===== src/rtl/stream_arb_pkg.sv =====
// Shared types and elaboration helpers for the stream round-robin arbiter.
// The arbiter has two states: IDLE spends one cycle choosing the next
// channel and BURST forwards beats from that channel.
package stream_arb_pkg;

    typedef enum logic [0:0] {
        IDLE  = 1'b0,
        BURST = 1'b1
    } arb_state_t;

    // Ceiling log2 for sizing counters and indices; clog2(1) is 0.
    function automatic int clog2(input int value);
        int result;
        result = 0;
        for (int i = 0; i < 31; i++) begin
            if ((1 << i) < value) begin
                result = i + 1;
            end
        end
        return result;
    endfunction

    // Channel index width.  It is never narrower than one bit, so a
    // channel field always exists on the output.
    function automatic int chan_width(input int num_ch);
        int w;
        w = clog2(num_ch);
        return (w < 1) ? 1 : w;
    endfunction

endpackage


===== src/rtl/rr_pick.sv =====
// Combinational round-robin priority encoder.  The search starts at the
// channel after 'last' and wraps around.  'idx' is the first requesting
// channel found, and 'any' flags that at least one channel is requesting.
module rr_pick
    import stream_arb_pkg::*;
#(
    parameter int NUM_CH = 4,
    parameter int CW     = chan_width(NUM_CH)
) (
    input  logic [NUM_CH-1:0] req,
    input  logic [CW-1:0]     last,
    output logic              any,
    output logic [CW-1:0]     idx
);

    localparam logic [CW:0] NUM_CH_W = (CW + 1)'(NUM_CH);

    logic [CW:0]         start;
    logic [2*NUM_CH-1:0] req_dbl;
    logic [NUM_CH-1:0]   req_rot;
    logic [CW-1:0]       offset;
    logic [CW:0]         sum;

    // Rotate the request vector so the preferred channel lands at bit 0.
    // Then take the lowest set bit and map that offset back to a channel.
    always_comb begin
        start = {1'b0, last} + (CW + 1)'(1);
        if (start >= NUM_CH_W) begin
            start = '0;
        end
        req_dbl = {req, req} >> start;
        req_rot = req_dbl[NUM_CH-1:0];

        any    = |req_rot;
        offset = '0;
        for (int k = NUM_CH - 1; k >= 0; k--) begin
            if (req_rot[k]) begin
                offset = CW'(k);
            end
        end

        sum = start + {1'b0, offset};
        if (sum >= NUM_CH_W) begin
            sum = sum - NUM_CH_W;
        end
        idx = sum[CW-1:0];
    end

endmodule


===== src/rtl/stream_rr_arbiter.sv =====
// Round-robin arbiter that shares one downstream stream among NUM_CH
// FIFO-backed input streams.
//
// Each grant costs one IDLE arbitration cycle and then forwards up to
// BURST_LEN beats through a registered output stage.  Every output beat is
// tagged with its source channel and with a flag marking the last beat of
// the grant.
//
// Optional build macro STREAM_RR_ARBITER_PKT_EN adds a per-channel s_last_i
// input.  In that build a grant lasts until packet end or BURST_LEN, and a
// drop in valid does not release the grant.
module stream_rr_arbiter
    import stream_arb_pkg::*;
#(
    parameter int NUM_CH    = 4,
    parameter int DW        = 32,
    parameter int BURST_LEN = 16
) (
    input  logic                          clk,
    input  logic                          rst_n,
    input  logic [NUM_CH*DW-1:0]          s_data_i,
    input  logic [NUM_CH-1:0]             s_valid_i,
`ifdef STREAM_RR_ARBITER_PKT_EN
    input  logic [NUM_CH-1:0]             s_last_i,
`endif
    output logic [NUM_CH-1:0]             s_ready_o,
    output logic [DW-1:0]                 m_data_o,
    output logic                          m_valid_o,
    input  logic                          m_ready_i,
    output logic [chan_width(NUM_CH)-1:0] m_chan_o,
    output logic                          m_last_o,
    output logic                          busy_o
);

    localparam int CW = chan_width(NUM_CH);
    localparam int BW = clog2(BURST_LEN + 1);

    localparam logic [BW-1:0] BURST_MAX = BW'(BURST_LEN);
    localparam logic [CW-1:0] LAST_CH   = CW'(NUM_CH - 1);

    arb_state_t    state;
    logic [CW-1:0] grant;
    logic [CW-1:0] last_grant;
    logic [BW-1:0] beat_cnt;
    logic [BW-1:0] beat_next;

    logic          can_load;
    logic          grant_valid;
    logic          grant_pkt_last;
    logic [DW-1:0] grant_data;
    logic          accept;
    logic          burst_full;
    logic          grant_end;
    logic          idle_release;

    logic          pick_any;
    logic [CW-1:0] pick_idx;

    // The output register can take a new beat when it is empty or when
    // its current beat leaves this cycle.
    assign can_load = !m_valid_o || m_ready_i;

    assign busy_o = (state == BURST);

    // Select the data, valid and packet-end flag of the granted channel.
    always_comb begin
        grant_data     = '0;
        grant_valid    = 1'b0;
        grant_pkt_last = 1'b0;
        for (int c = 0; c < NUM_CH; c++) begin
            if (grant == CW'(c)) begin
                grant_data  = s_data_i[c*DW +: DW];
                grant_valid = s_valid_i[c];
`ifdef STREAM_RR_ARBITER_PKT_EN
                grant_pkt_last = s_last_i[c];
`endif
            end
        end
    end

    // Only the granted channel sees ready, and only in BURST while the
    // output register can take a beat.
    always_comb begin
        s_ready_o = '0;
        for (int c = 0; c < NUM_CH; c++) begin
            s_ready_o[c] = (state == BURST) && (grant == CW'(c)) && can_load;
        end
    end

    assign accept     = (state == BURST) && can_load && grant_valid;
    assign beat_next  = beat_cnt + BW'(1);
    assign burst_full = (beat_next == BURST_MAX);

`ifdef STREAM_RR_ARBITER_PKT_EN
    // A grant ends on packet end or a full burst, so packets stay whole.
    assign grant_end    = burst_full || grant_pkt_last;
    assign idle_release = 1'b0;
`else
    // A grant ends on a full burst.  It is also released when the granted
    // channel runs dry while the output could have accepted a beat.
    assign grant_end    = burst_full;
    assign idle_release = (state == BURST) && can_load && !grant_valid;
`endif

    rr_pick #(
        .NUM_CH (NUM_CH),
        .CW     (CW)
    ) u_pick (
        .req  (s_valid_i),
        .last (last_grant),
        .any  (pick_any),
        .idx  (pick_idx)
    );

    // Grant state machine.  IDLE picks the next requester after the
    // previous owner.  BURST counts accepted beats until the grant ends.
    always_ff @(posedge clk or negedge rst_n) begin
        if (!rst_n) begin
            state      <= IDLE;
            grant      <= '0;
            last_grant <= LAST_CH;
            beat_cnt   <= '0;
        end else begin
            case (state)
                IDLE: begin
                    if (pick_any) begin
                        grant    <= pick_idx;
                        beat_cnt <= '0;
                        state    <= BURST;
                    end
                end
                BURST: begin
                    if (accept) begin
                        beat_cnt <= beat_next;
                        if (grant_end) begin
                            state      <= IDLE;
                            last_grant <= grant;
                        end
                    end else if (idle_release) begin
                        state      <= IDLE;
                        last_grant <= grant;
                    end
                end
                default: begin
                    state <= IDLE;
                end
            endcase
        end
    end

    // Output register.  It loads every accepted beat and empties when it
    // has room but nothing arrives.  It holds stable while stalled.
    always_ff @(posedge clk or negedge rst_n) begin
        if (!rst_n) begin
            m_data_o  <= '0;
            m_valid_o <= 1'b0;
            m_chan_o  <= '0;
            m_last_o  <= 1'b0;
        end else if (accept) begin
            m_data_o  <= grant_data;
            m_valid_o <= 1'b1;
            m_chan_o  <= grant;
            m_last_o  <= grant_end;
        end else if (can_load) begin
            m_valid_o <= 1'b0;
        end
    end

endmodule


===== config.mk =====
export PLATFORM = sky130hd
export DESIGN_NAME = stream_rr_arbiter
export DESIGN_NICKNAME = d
export VERILOG_FILES = /design/src/rtl/stream_arb_pkg.sv /design/src/rtl/rr_pick.sv /design/src/rtl/stream_rr_arbiter.sv
export SDC_FILE = /design/constraint.sdc
export NUM_CORES = 1
export LEC_CHECK = 0
export ABC_CLOCK_PERIOD_IN_PS = 2000
export CORE_ASPECT_RATIO = 0.75
export CORE_MARGIN = 2
export CORE_UTILIZATION = 45
export DETAILED_ROUTE_END_ITERATION = 8
export DONT_BUFFER_PORTS = 1
export HOLD_SLACK_MARGIN = 0.12
export SETUP_SLACK_MARGIN = 0.4
export SYNTH_ARGS = -nofsm -noshare
export SYNTH_HDL_FRONTEND = slang
export SYNTH_SLANG_ARGS = --single-unit

===== constraint.sdc =====
create_clock -name clk -period 2 [get_ports clk]
set_clock_uncertainty 0.1 [all_clocks]
set_input_delay 0.4 -clock clk [delete_from_list [all_inputs] [get_ports clk]]
set_output_delay 0.4 -clock clk [all_outputs]
set_load 0.05 [all_outputs]

; After elaboration in Yosys (flattened, before gate mapping)
; Index checks and enable logic that the tools add are counted.
[totals]
reg_bits = 46
wordCells = 71
in_bits = 135
[op_classes]
shifts = 1
n_mux = 27
eq_ne = 7
n_bitwise = 1
add_sub_neg = 4
n_lt_le_gt_ge = 2
reduce_logical = 21
[ops]
columns = cell, count
row1 = 32-bit two-way mux, 4
row2 = 2-bit two-way mux, 8
row3 = 1-bit logical AND, 11
row4 = 1-bit two-way mux, 10
row5 = 5-bit two-way mux, 2
row6 = 5-bit one-hot mux with 2 select lines, 1
row7 = 8-bit by 3-bit right shift with 4-bit output, 1
row8 = 3-bit greater-or-equal comparator (second input constant), 2
row9 = 5-bit by 1-bit adder with 5-bit output (second input constant), 1
row10 = 5-bit == test (second input constant), 1
row11 = 2-bit == test (second input constant), 2
row12 = 2-bit by 1-bit != test with 1-bit output (second input constant), 2
row13 = 2-bit AND reduction, 2
row14 = 2-bit nonzero test, 2
row15 = 4-bit OR reduction, 1
row16 = 2-bit by 1-bit adder with 3-bit output (second input constant), 1
row17 = 3-bit by 2-bit adder with 3-bit output, 1
row18 = 3-bit two-way mux, 1
row19 = 3-bit AND reduction, 1
row20 = 2-bit by 1-bit == test with 1-bit output (second input constant), 1
row21 = 1-bit zero test, 2
row22 = 2-bit zero test, 1
row23 = 2-bit != test (second input constant), 1
row24 = 1-bit one-hot mux with 2 select lines, 1
row25 = other kinds (3), 3

; Logic depth before layout (Yosys ltp)
[depth]
word_depth = 11
mapped_depth = 8

; Cells and area by module
; Synthesis repeated with hierarchy kept, for this count alone.
[unflattened]
cells_unflattened = 223
area_unflattened_um2 = 3164.3
[modules_own_cells]
columns = module, cells_per_inst, seq_area_each_um2, area_each_um2, instances
row1 = stream_rr_arbiter, 196, 1153.6, 2987.9, 1
row2 = rr_pick, 27, 0.0, 176.4, 1

; Least setup slack after synthesis
; Ideal clock, no wire load.
[synth_path]
kind = register to output
start = register state (netlist: busy_o)
end = output s_ready_o[1]
slack_ns = -0.658
required_time_ns = 1.500
arrival_time_ns = 2.158
n_path_buf = 0
stages_incl_launch_ff = 3
path_cell_list = dfrtp_1 -> nand2_1 -> nor3b_1
[synth_between]
elab_chain_len = 2
[synth_lines]
columns = item, line_no
row1 = "start, declared", stream_rr_arbiter.sv:41  ; arb_state_t state;
row2 = "start signal, assigned", stream_rr_arbiter.sv:119  ; state <= IDLE;
row3 = "start signal, assigned", stream_rr_arbiter.sv:129  ; state <= BURST;
row4 = "start signal, assigned", stream_rr_arbiter.sv:136  ; state <= IDLE;
row5 = 1-bit logical AND (2 in series), stream_rr_arbiter.sv:86  ; s_ready_o[c] = (state == BURST) && (grant == CW'(c)) && can_load;
row6 = "end, declared", stream_rr_arbiter.sv:26  ; output logic [NUM_CH-1:0] s_ready_o,
; No other way between the ends.

; Worst setup path after layout
[layout_path]
start = register last_grant[0]
end = register grant[1]
[layout_between]
elab_chain_len = 11
word_cells_on_any_way = 14
classes_between = 3 x add/sub / 2 x order compare / 1 x shift / 6 x mux / 2 x reduce/logical
[layout_lines]
columns = item, line_no
row1 = "start, declared", stream_rr_arbiter.sv:43  ; logic [CW-1:0] last_grant;
row2 = "start signal, assigned", stream_rr_arbiter.sv:137  ; last_grant <= grant;
row3 = "start signal, assigned", stream_rr_arbiter.sv:141  ; last_grant <= grant;
row4 = 2-bit by 1-bit adder with 3-bit output *, rr_pick.sv:27  ; start = {1'b0, last} + (CW + 1)'(1);
row5 = 3-bit greater-or-equal comparator, rr_pick.sv:28  ; if (start >= NUM_CH_W) begin
row6 = 3-bit two-way mux *, rr_pick.sv:28
row7 = 8-bit by 3-bit right shift with 4-bit output, rr_pick.sv:31  ; req_dbl = {req, req} >> start;
row8 = 2-bit two-way mux (4 in series), rr_pick.sv:37  ; if (req_rot[k]) begin
row9 = 3-bit by 2-bit adder with 3-bit output, rr_pick.sv:42  ; sum = start + {1'b0, offset};
row10 = 3-bit greater-or-equal comparator / 2-bit by 1-bit subtractor with 2-bit output (equally long branches), "rr_pick.sv:43, rr_pick.sv:44"
row11 = 2-bit two-way mux, rr_pick.sv:43  ; if (sum >= NUM_CH_W) begin
row12 = "end signal, assigned", stream_rr_arbiter.sv:127  ; grant <= pick_idx;
row13 = "end, declared", stream_rr_arbiter.sv:42  ; logic [CW-1:0] grant;
; Mark *: on every way between the ends. The rest lies on a longest branch, timed or not.
; A chain may end at the register's enable or synchronous reset.

==> impl_metrics.json <==
{
  "vdd_ir_drop_max_uv": 1130,
  "layout.cells.most_common_list": "40 x dfrtp_1, 34 x mux2_4, 32 x mux4_2",
  "report.final.slew_viol_count": 0,
  "dieArea_sq_um": 6980,
  "p_per_area_nw_per_um2": 2220,
  "ys.warnings.count": 0,
  "dominantRegCellSynth": "dfrtp_1",
  "standard_cell_rows": 25,
  "grt-ovfl-total": 0,
  "clock_tree.buffer_depth": 2,
  "p_leak_uw": 0.00160,
  "cts_tree": "done",
  "startpoint": "last_grant[0]",
  "placement.cell_area_sq_um": 3160,
  "initial_utilization_pct": 46.0,
  "holdWs_ns": 0.209,
  "ff2ff_setup_slack_ns": 0.04,
  "cp.depth": 6,
  "yosysTopAreaCell": "dfrtp_1",
  "setup.worst_path.class": "register to register",
  "tritoncts_buffer_count": 5,
  "nFillCells": 447,
  "synth_sequential_area_ratio_pct": 40.5,
  "number_of_input_and_output_port_buffers_inserted": 0,
  "slew-limit-headroom_pct": 62.7,
  "route.antenna.remaining_nets": 0,
  "hold_viol": 0,
  "cell_breakdown_of_the_critical_path": "ha_4 -> or2_4 -> or4_4 -> o21ai_4 -> o21a_1 -> o211ai_1",
  "fin_crit_ns": 1.96,
  "clock_sink_count": 46,
  "r2r-start": "last_grant[0]",
  "detail_route.wirelength_um": 8940,
  "drt_iter0_markers": 73,
  "firstDrtPassIters": 4,
  "worstSetupStartpointType": "register",
  "fin_area_sq_um": 3920,
  "clock-root-buffer": "clkbuf_8",
  "rsz0062_at_grt": "true",
  "worst_setup_path_endpoint": "grant[1]",
  "r2r_cells": 6,
  "tightestPinTransition_ns": 0.552,
  "setup_viol": 0,
  "critPathCaptureType": "register",
  "worst-path-max-fanout": 6,
  "cp.required_ns": 2.08,
  "syn_nets": 337,
  "final_layout_size_suffix_gt1_share_pct": 63.7,
  "synth_to_layout_area_growth_pct": 37.8,
  "synth_edf_count": 0,
  "arrival_ns": 2.04,
  "period_share_pct": 97.9,
  "cap_violations": 0,
  "routed_via_density": 6.63,
  "dpl.hpwl_um": 5800,
  "finish.net_count": 373,
  "post_synth_inst_count": 200,
  "remaining_drc_errors": 0,
  "die-width_um": 95.8,
  "syn_avg_cell_area_sq_um": 14.2,
  "timing.setup.tns_ns": 0,
  "crit_path_max_incr_delay_ns": 0.50,
  "cts_htree_levels": 2,
  "syn-cell-area_sq_um": 2850,
  "wire_per_inst_um": 28.0,
  "vias_in_the_first_global_route": 2294,
  "critical-path-top-delay-family": "simple AND/OR/NAND/NOR gates",
  "clk_pin_slew_worst_paths_ns": 0.09,
  "timing.rr.end": "grant[1]",
  "grt_antenna_before_repair": 1,
  "global_route_wire_length_before_repair_um": 12400,
  "worstSkewPairLatency_ns": 0.30,
  "vias": 2115,
  "most_common_library_cell_in_the_layout_ignoring_fill_and_taps": "dfrtp_1",
  "crit_path_top_delay_cell": "or4_4",
  "gp_congestion": 0.762,
  "postSynth.asyncResetShare_pct": 100,
  "worst_hold_path_type": "input port to register",
  "yosys-top-cells-area": "dfrtp_1 39%, mux4_2 25%, mux2_2 13%",
  "io_pins": 176,
  "hold_depth": 2,
  "pin_count_of_the_biggest_net_entering_global_routing": 47,
  "run_status": "finished clean",
  "fin_total_pwr_uw": 8720,
  "global_route.usage.total_pct": 23.8,
  "synth_top_area_share_pct": 38.7,
  "synth_seq_cells": 46,
  "crit_buf_inv": 0,
  "maximum_clock_rate_mhz": 511,
  "coreArea_sq_um": 6190,
  "dieHeight_um": 72.9,
  "synth_cell_types": 39
}
sequential cells by signal, indices dropped and copies added (netlist names):
name        flops
m_data_o       32
beat_cnt        5
grant           2
last_grant      2
m_chan_o        2
busy_o          1
m_last_o        1
m_valid_o       1
worst min-delay path by stage:
stage | end | startpoint | slack [ns]
floorplan | beat_cnt[0] | rst_n | 0.004
global placement | m_data_o[14] | rst_n | 0.005
detailed placement | m_data_o[15] | rst_n | 0.005
CTS | m_valid_o | m_ready_i | 0.22
global route | m_valid_o | m_ready_i | 0.22
finish | m_valid_o | m_ready_i | 0.21
Yosys cell counts (2+ instances only):
library cell and count:
nor3_1 4, dfstp_2 2, a211oi_1 2, o21ai_0 4
buf_4 3, clkbuf_1 6, mux4_2 32, ha_1 2
a22o_1 3, o21a_1 2, o211ai_1 4, inv_1 4
xnor2_1 2, nor2_1 4, a21oi_1 2, nand2_1 9
and4_1 2, mux2i_1 4, o32a_1 2, nand3_1 3
or2_0 2, buf_6 3, nor3b_1 4, mux2_2 34
dfrtp_1 44, buf_2 4
through the flow:
step / util [%] / std cells / setup WS [ns]
6_report: 63.4 / 319 / 0.0419
3_3_place_gp: 51.0 / 278 / 0.0906
3_5_place_dp: 51.0 / 278 / -0.0330
2_1_floorplan: - / 200 / 0.187
5_1_grt: 63.4 / 319 / 0.0177
4_1_cts: 59.3 / 310 / 0.0636
logic make-up after synthesis:
logic type | count (synthesis) | share of synthesized area (%)
compound gates | 26 | 7.17
buf+inv | 20 | 4.00
fa+ha+maj | 2 | 0.879
flops | 46 | 40.5
xor+xnor | 2 | 0.615
mux | 70 | 40.2
simple gates | 34 | 6.64
layer usage:
layer  global-route usage (%)  vias to the layer above  wire length [um]
li1                         -                      865                 -
met3                     7.54                       12               817
met5                        0                        -                 0
met2                     40.2                      143              4580
met4                     7.46                        0               108
met1                     29.2                     1095              3430
power by group:
group	total [uW]	internal [uW]	switching [uW]
combinational	4930	3000	1930
clock	708	369	339
sequential	3080	1390	1700
what timing repair did:
action                                  in CTS  in global routing
endpoints found under the setup margin      49                 50
setup buffers                               19                  4
pin swaps                                   10                 10
cloned                                       3                  4
hold buffers                                 2                  0
resized for setup                           36                 28
hold endpoints to repair                    46                  0
layout make-up:
type                    instances  area (sq um)  area share [%]
multi-input cells             134          1880            47.8
flip-flops and latches         46          1160            29.5
repair buffers                 45           662            16.9
well taps                      81           101            2.58
clock buffers                   5          68.8            1.75
clock inverters                 3          40.0            1.02
inverters                       4          15.0           0.383
diodes                          1          2.50          0.0638
No activity file was read; power rests on OpenSTA's default activity.
